$ cat src/rtl/out_port_arbiter.sv
// out_port_arbiter: wormhole round-robin arbiter and zero-latency mux
// for one router output port, plus a wrapping tail-flit counter.
//
// Ports:
//   clk, rst     rising-edge clock, synchronous active-high reset
//   in_valid_i   per-input flit valid          [NUM_IN]
//   in_ready_o   per-input ready, onehot0      [NUM_IN]
//   in_data_i    packed flits, input i at [i*DATA_WIDTH +: DATA_WIDTH]
//   out_valid_o  muxed flit valid
//   out_ready_i  downstream ready
//   out_data_o   muxed flit                    [DATA_WIDTH]
//   grant_o      one-hot current grant, 0 when none
//   busy_o       high while a packet holds the lock
//   pkt_cnt_o    tail flits forwarded, wraps   [CNT_WIDTH]
module out_port_arbiter #(
  parameter int          NUM_IN     = 3,
  parameter int          DATA_WIDTH = 32,
  parameter logic [1:0]  TAIL_TYPE  = 2'b11,
  parameter int          CNT_WIDTH  = 16
) (
  input  logic                         clk,
  input  logic                         rst,
  input  logic [NUM_IN-1:0]            in_valid_i,
  output logic [NUM_IN-1:0]            in_ready_o,
  input  logic [NUM_IN*DATA_WIDTH-1:0] in_data_i,
  output logic                         out_valid_o,
  input  logic                         out_ready_i,
  output logic [DATA_WIDTH-1:0]        out_data_o,
  output logic [NUM_IN-1:0]            grant_o,
  output logic                         busy_o,
  output logic [CNT_WIDTH-1:0]         pkt_cnt_o
);

  localparam int IW = (NUM_IN > 1) ? $clog2(NUM_IN) : 1;

  typedef enum logic {
    IDLE,
    LOCKED
  } state_e;

  state_e               state_q;
  logic [IW-1:0]        lock_q;
  logic [IW-1:0]        rr_q;
  logic [CNT_WIDTH-1:0] cnt_q;

  logic [DATA_WIDTH-1:0] din [NUM_IN];
  logic [IW-1:0]         win;
  logic                  any_v;
  logic [IW-1:0]         idx;
  logic [IW-1:0]         sel;
  logic [NUM_IN-1:0]     sel_oh;
  logic                  locked;
  logic                  fire;
  logic                  tail;

  // (a + k) mod NUM_IN, with a < NUM_IN and k < NUM_IN
  function automatic logic [IW-1:0] wrap_add(
    input logic [IW-1:0] a,
    input int            k
  );
    int s;
    s = int'(a) + k;
    if (s >= NUM_IN) s = s - NUM_IN;
    return IW'(s);
  endfunction

  for (genvar g = 0; g < NUM_IN; g++) begin : g_unpack
    assign din[g] = in_data_i[g*DATA_WIDTH +: DATA_WIDTH];
  end

  // Round-robin search from rr_q; input 0 when nobody is valid
  always_comb begin
    win   = '0;
    any_v = 1'b0;
    idx   = '0;
    for (int k = 0; k < NUM_IN; k++) begin
      idx = wrap_add(rr_q, k);
      if (!any_v && in_valid_i[idx]) begin
        any_v = 1'b1;
        win   = idx;
      end
    end
  end

  assign locked = (state_q == LOCKED);
  assign sel    = locked ? lock_q : win;
  assign sel_oh = NUM_IN'(1) << sel;

  assign out_data_o  = din[sel];
  assign out_valid_o = ~rst & in_valid_i[sel];
  assign in_ready_o  = rst ? '0
                     : (sel_oh & {NUM_IN{out_ready_i}});
  assign grant_o     = (out_valid_o | locked) ? sel_oh : '0;
  assign busy_o      = locked;
  assign pkt_cnt_o   = cnt_q;

  assign fire = out_valid_o & out_ready_i;
  assign tail = (out_data_o[DATA_WIDTH-1 -: 2] == TAIL_TYPE);

  always_ff @(posedge clk) begin
    if (rst) begin
      state_q <= IDLE;
      lock_q  <= '0;
      rr_q    <= '0;
      cnt_q   <= '0;
    end else begin
      unique case (state_q)
        IDLE: begin
          if (any_v) begin
            if (fire && tail) begin
              rr_q  <= wrap_add(win, 1);
              cnt_q <= cnt_q + CNT_WIDTH'(1);
            end else begin
              // freeze the choice so a stalled flit cannot change
              state_q <= LOCKED;
              lock_q  <= win;
            end
          end
        end
        LOCKED: begin
          if (fire && tail) begin
            state_q <= IDLE;
            rr_q    <= wrap_add(lock_q, 1);
            cnt_q   <= cnt_q + CNT_WIDTH'(1);
          end
        end
        default: state_q <= IDLE;
      endcase
    end
  end

  a_grant_oh: assert property (
    @(posedge clk) $onehot0(grant_o));

  a_ready_oh: assert property (
    @(posedge clk) $onehot0(in_ready_o));

  a_data_hold: assert property (
    @(posedge clk) disable iff (rst)
    (out_valid_o && !out_ready_i) |=> $stable(out_data_o));

endmodule

$ cat config.mk
export PLATFORM = sky130hd
export DESIGN_NAME = out_port_arbiter
export DESIGN_NICKNAME = d
export VERILOG_FILES = /design/src/rtl/out_port_arbiter.sv
export SDC_FILE = /design/constraint.sdc
export NUM_CORES = 1
export LEC_CHECK = 0
export CORE_ASPECT_RATIO = 1.75
export CORE_UTILIZATION = 39
export DETAILED_ROUTE_END_ITERATION = 6
export HOLD_SLACK_MARGIN = 0.08
export PLACE_DENSITY = 0.88
export SYNTH_ARGS = -nofsm -noshare
export SYNTH_HDL_FRONTEND = slang
export SYNTH_SLANG_ARGS = --single-unit
$ cat constraint.sdc
create_clock -name clk -period 9.2 [get_ports clk]
set_clock_uncertainty 0.1 [all_clocks]
set_input_delay 2.76 -clock clk [delete_from_list [all_inputs] [get_ports clk]]
set_output_delay 2.76 -clock clk [all_outputs]
set_load 0.005 [all_outputs]
**After elaboration in Yosys (flattened, before gate mapping)**

Cells that the tools add are included.
Widths: inputs -> output; s select.

- Output and inout bits: 56
- Word-level logic and storage cells: 79
- Bits of input ports: 102
- Flip-flop bits (word level): 21

- Eq/ne operators: 4
- Reduce and logical (&&, ||, !) cells: 7
- Mux-type cells: 35
- Add/subtract/negate cells: 10
- Bitwise logic cells: 8
- Shift-type cells: 1
- Order comparisons: 10

Operator list:

| operator | number |
|---|---|
| $bmux 32 s2 | 1 |
| $mux 32 | 2 |
| $mux 16 | 2 |
| $pmux 16 s2 | 1 |
| $mux 2 | 12 |
| $add 16x1->16 const B | 1 |
| $ge 3x2->1 const B | 4 |
| $lt 2x3->1 const B | 4 |
| $sub 2x2->2 const B | 5 |
| $add 2x1->3 const B | 3 |
| $mux 1 | 9 |
| $bmux 1 s2 | 4 |
| $mux 3 | 2 |
| $reduce_and 3->1 | 2 |
| $ne 2x2->1 const B | 2 |
| $pmux 2 s2 | 1 |
| $add 2x2->3 const B | 1 |
| $and 3x3->3 | 1 |
| $ge 3x3->1 const B | 1 |
| $logic_and 1x1->1 | 3 |
| $not 1->1 | 3 |
| $not 2->3 | 1 |
| $shl 1x2->3 const A | 1 |
| $and 1x1->1 | 2 |
| other kinds (6) | 7 |

**Depth between registers and ports, before layout**

- Depth after elaboration: 21
- Mapped depth: 14

**Worst setup path before layout**

No wires, ideal clock.

- Path type: input to output
- Start point: in in_valid_i[0]
- End point: out out_data_o[22]
- Arrival time: 4.664 ns
- Stages on the path: 7
- Buffers on the path: 1
- Path slack: 1.676 ns
- Required time: 6.340 ns
- Cell sequence: mux2_4 -> mux2_2 -> a2111o_1 -> nand2_2 -> buf_1 -> mux2i_1 -> o22ai_1

- Cells in the longest elaborated chain, start to end: 14
- Elaborated cells on any way between the ends: 20
- Classes of those cells: 15 x mux; 1 x bitwise; 4 x reduce/logical

RTL lines:

| what | line | RTL |
|---|---|---|
| start, declared | 23 | `input logic [NUM_IN-1:0] in_valid_i,` |
| $bmux 1 s2 | 78 | `if (!any_v && in_valid_i[idx]) begin` |
| $mux 1 (not written as such) | 78 |  |
| $mux 1 | 78 |  |
| $logic_not 1->1 | 78 |  |
| $logic_and 1x1->1 | 78 |  |
| $mux 1 | 78 |  |
| $logic_not 1->1 | 78 |  |
| $logic_and 1x1->1 | 78 |  |
| $mux 2 * | 78 |  |
| $mux 2 * | 86 | `assign sel = locked ? lock_q : win;` |
| $not 2->3 (not written as such) * | 89 | `assign out_data_o = din[sel];` |
| $bmux 32 s2 * | 89 |  |
| $mux 32 (not written as such) * (2 in a row) | 89 |  |
| end, declared | 28 | `output logic [DATA_WIDTH-1:0] out_data_o,` |

Mark *: on every way between the ends. The rest lies on a longest branch, timed or not. The select of a mux whose other input is x is not followed.

**Final worst setup path**

- Start point: in in_valid_i[1]
- End point: out out_data_o[15]

Same word-level chain as after synthesis.

==> summary.md <==
| Metric | Value |
|---|---|
| Pwr/cell area | 107 nW/um^2 |
| Register bit total from synthesis | 21 |
| First drt pass iteration count | 4 |
| Rows | 36 |
| Non-Filler Instances | 522 |
| Setup tns final | 0 ns |
| Syn. warnings | 0 |
| # DRC | 0 |
| EDFF count, synth | 0 |
| Die width | 59.6 microns |
| Period utilization | 96.1% |
| RSZ-0062 raised after global routing | no |
| WL/cell | 17.9 microns |
| Max cap viols | 0 |
| Setup CP Type | primary input to output pin |
| LEAKAGE | 1.45 nW |
| Initial core utilization | 40.5% |
| Initial antenna violation count | 0 |
| Crit end category | output pin |
| Slew @ Worst Pin | 0.982 ns |
| Hold Vio Cnt, Final | 0 |
| Post-DP HPWL | 7.64 mm |
| Crit-path most repeated cell | clkdlybuf4s50_1 |
| Ys async rst share | 0% |
| CP Data Arrival Time | 5.98 ns |
| Hold-fix buffers, CTS | 0 |
| Share of layout cells above drive strength 1 | 4.48% |
| Post-Syn Area | 2260 sq um |
| M1 GR Usage | 36.5% |
| Worst path max stage delay | 0.52 ns |
| Worst slew margin | 34.5% |
| Final GP Congestion | 0.969 |
| Syn_nets | 415 |
| CTS tree | yes |
| Top FF cell, synth | dfxtp_1 |
| Slowest CP cell | clkdlybuf4s50_1 |
| Combinational power share | 61.9% |
| Final Setup Violations | 0 |
| Sequential fraction of design power | 23.0% |
| Hold slack | 0.387 ns |
| Total wire length | 9.35 mm |
| Sequential area share after synthesis | 18.6% |
| GRT Util Overall | 30.3% |
| Post-route cell area | 3910 sq um |
| Root Driver | clkbuf_8 |
| IO Pins | 158 |
| Switching pwr | 0.151 mW |
| Layout area overhead | 72.7% |
| DR iter-0 viols | 120 |
| WP data required | 6.34 ns |
| Switching Fraction | 36.3% |
| Syn Area/Cell | 7.37 sq um |
| Largest net degree at the start of global routing | 52 |
| GR Util met2 | 54.4% |
| Crit path max fanout | 25 |
| Vias post-DR | 3042 |
| Clock Tree Buf Depth | 2 |
| Fmax | 113 MHz |
| Int Pwr | 0.266 mW |
| Worst-case vdd ir drop | 0.0000565 V |
| Number of CTS-inserted buffers | 3 |
| Die height | 103 microns |
| Worst min-delay path category | flop to flop |
| Mapped Cells | 307 |
| Reg clk slew, reported paths | 0.08 ns |
| DRT antenna net count | 0 |
| CORE AREA | 5590 sq um |
| First-pass GRT wire length | 14.1 mm |
| Nets | 555 |
| Post-CTS Setup Repair Bufs | 0 |
| Synth unique cells | 51 |
| Post-layout minimum cycle time | 8.84 ns |
| Die ar. | 6120 sq um |
| Vias/cell | 5.83 |
| Most Crowded Layer GR | met2 |
| Clk_lat worst skew | 0.27 ns |
| Post-CTS Resized | 0 |
| Clk network pwr share | 15.1% |
| Outcome | complete, no violations |
| Met3 track demand over resource | 4.52% |
| Total gr overflow | 0 |
| Antenna diodes | 0 |
| Port buffer count | 157 |
| Final Max Tran Viols | 0 |
| Placed Cells | 518 |
| Crit start category | primary input |
| Clock sink count | 21 |
| Crit path cell chain | clkdlybuf4s50_1 > mux2_4 > mux2_2 > a2111o_1 > nand2_2 > buf_12 > mux2i_1 > o22ai_1 > clkdlybuf4s50_1 |
| Vias in the first global route | 2810 |
| Placed inst area | 3860 sq um |
| H-tree depth | 1 |
## synthesized netlist by cell type (2+ instances only)
cell type	n	share of area, %
nand2b_1	2	0.55
nor3b_1	2	0.66
nand3b_1	2	0.66
o211ai_1	3	1.0
clkbuf_1	10	1.7
o22a_1	2	0.77
nor3_1	3	0.66
ha_1	6	3.3
a311oi_1	3	1.2
mux2_2	3	1.5
inv_1	7	1.2
and2_1	3	0.83
buf_2	7	1.5
nand3_1	12	2.7
mux2i_1	36	16
and3_1	6	1.7
or2_2	2	0.55
nand2_1	48	8.0
nor2b_1	3	0.83
o41ai_1	2	0.77
o31ai_1	10	3.3
a21oi_1	20	4.4
o21a_1	4	1.3
buf_1	6	1.0
or4_1	9	3.0
a311o_1	2	0.88
nor4_1	2	0.55
buf_6	2	1.0
o22ai_1	30	8.3
nor2_1	10	1.7
dfxtp_1	21	19
o21ai_0	10	2.2
## cells by family (layout without fill, tap and decap cells)
| family | Yosys count | count (layout) | share of synthesized area [%] |
|---|---|---|---|
| adders and majority gates | 6 | 6 | 3.32 |
| AOI/OAI and AO/OA | 98 | 98 | 29.3 |
| DFF | 21 | 21 | 18.6 |
| muxes | 40 | 40 | 18.1 |
| buffers and inverters | 32 | 171 | 6.36 |
| and+or+nand+nor | 110 | 110 | 24.3 |
## final timing paths
path / to / startpoint / slack (ns) / cells past startpoint
max: out_data_o[15] / in_valid_i[1] / 0.36 / 9
min: pkt_cnt_o[15]$_SDFFE_PP0P_ / pkt_cnt_o[15]$_SDFFE_PP0P_ / 0.39 / 2
min reg2reg: pkt_cnt_o[15]$_SDFFE_PP0P_ / pkt_cnt_o[15]$_SDFFE_PP0P_ / 0.39 / 2
max reg2reg: pkt_cnt_o[12]$_SDFFE_PP0P_ / rr_q[0]$_SDFFE_PP0P_ / 5.08 / 11
## state kept, by name, indices dropped and copies added (netlist names)
signal     cells
rr_q           2
lock_q         2
pkt_cnt_o     16
busy_o         1
## critical path: cells and delay by family
| family | cells | cell delay (ns) |
|---|---|---|
| buffers and inverters | 3 | 1.24 |
| muxes | 3 | 1.05 |
| AOI/OAI and AO/OA | 2 | 0.62 |
| and+or+nand+nor | 1 | 0.30 |
## per-stage QoR
stage | power (mW) | setup WS (ns) | utilization [%]
after detailed placement | 0.354 | 0.371 | 69.1
after global routing | 0.437 | 0.228 | 70.0
after CTS | 0.415 | 0.370 | 70.0
final | 0.417 | 0.359 | 70.0
after global placement | 0.351 | 0.456 | 69.1
after floorplan | 0.216 | 1.68 | -
## routing by layer
layer / vias to the layer above / part of all wire, %
li1: 1445 / -
met1: 1401 / 38
met2: 183 / 52
met3: 13 / 9.0
met4: 0 / 1.7
met5: - / 0
## layout make-up
type | instances | area [sq um]
multi-input cells | 254 | 1700
clock inverters | 1 | 5.00
well taps | 76 | 95.1
repair buffers | 160 | 1620
flip-flops and latches | 21 | 420
fillers | 491 | 1680
inverters | 7 | 26.3
clock buffers | 3 | 41.3
## power groups by stage
stage,combinational (mW),clock [mW],sequential (mW)
after global routing,0.275,0.0650,0.0964
after detailed placement,0.256,0,0.0981
after global placement,0.253,0,0.0981
after floorplan,0.120,0,0.0961
after CTS,0.257,0.0622,0.0959
final,0.258,0.0628,0.0961
## placed cells by master, fill, tap and decap left out, types with 4 or more instances in the layout
cell type | netlist | final
o31ai_1 | 10 | 10
nand3_1 | 12 | 12
o21a_1 | 4 | 4
nor2_1 | 10 | 10
or4_1 | 9 | 9
o21ai_0 | 10 | 10
o22ai_1 | 30 | 30
clkdlybuf4s50_1 | 0 | 157
a21oi_1 | 20 | 20
nand2_1 | 48 | 47
inv_1 | 7 | 7
ha_1 | 6 | 6
mux2i_1 | 36 | 36
and3_1 | 6 | 6
dfxtp_1 | 21 | 21
Power figures use the tool's default switching activity.
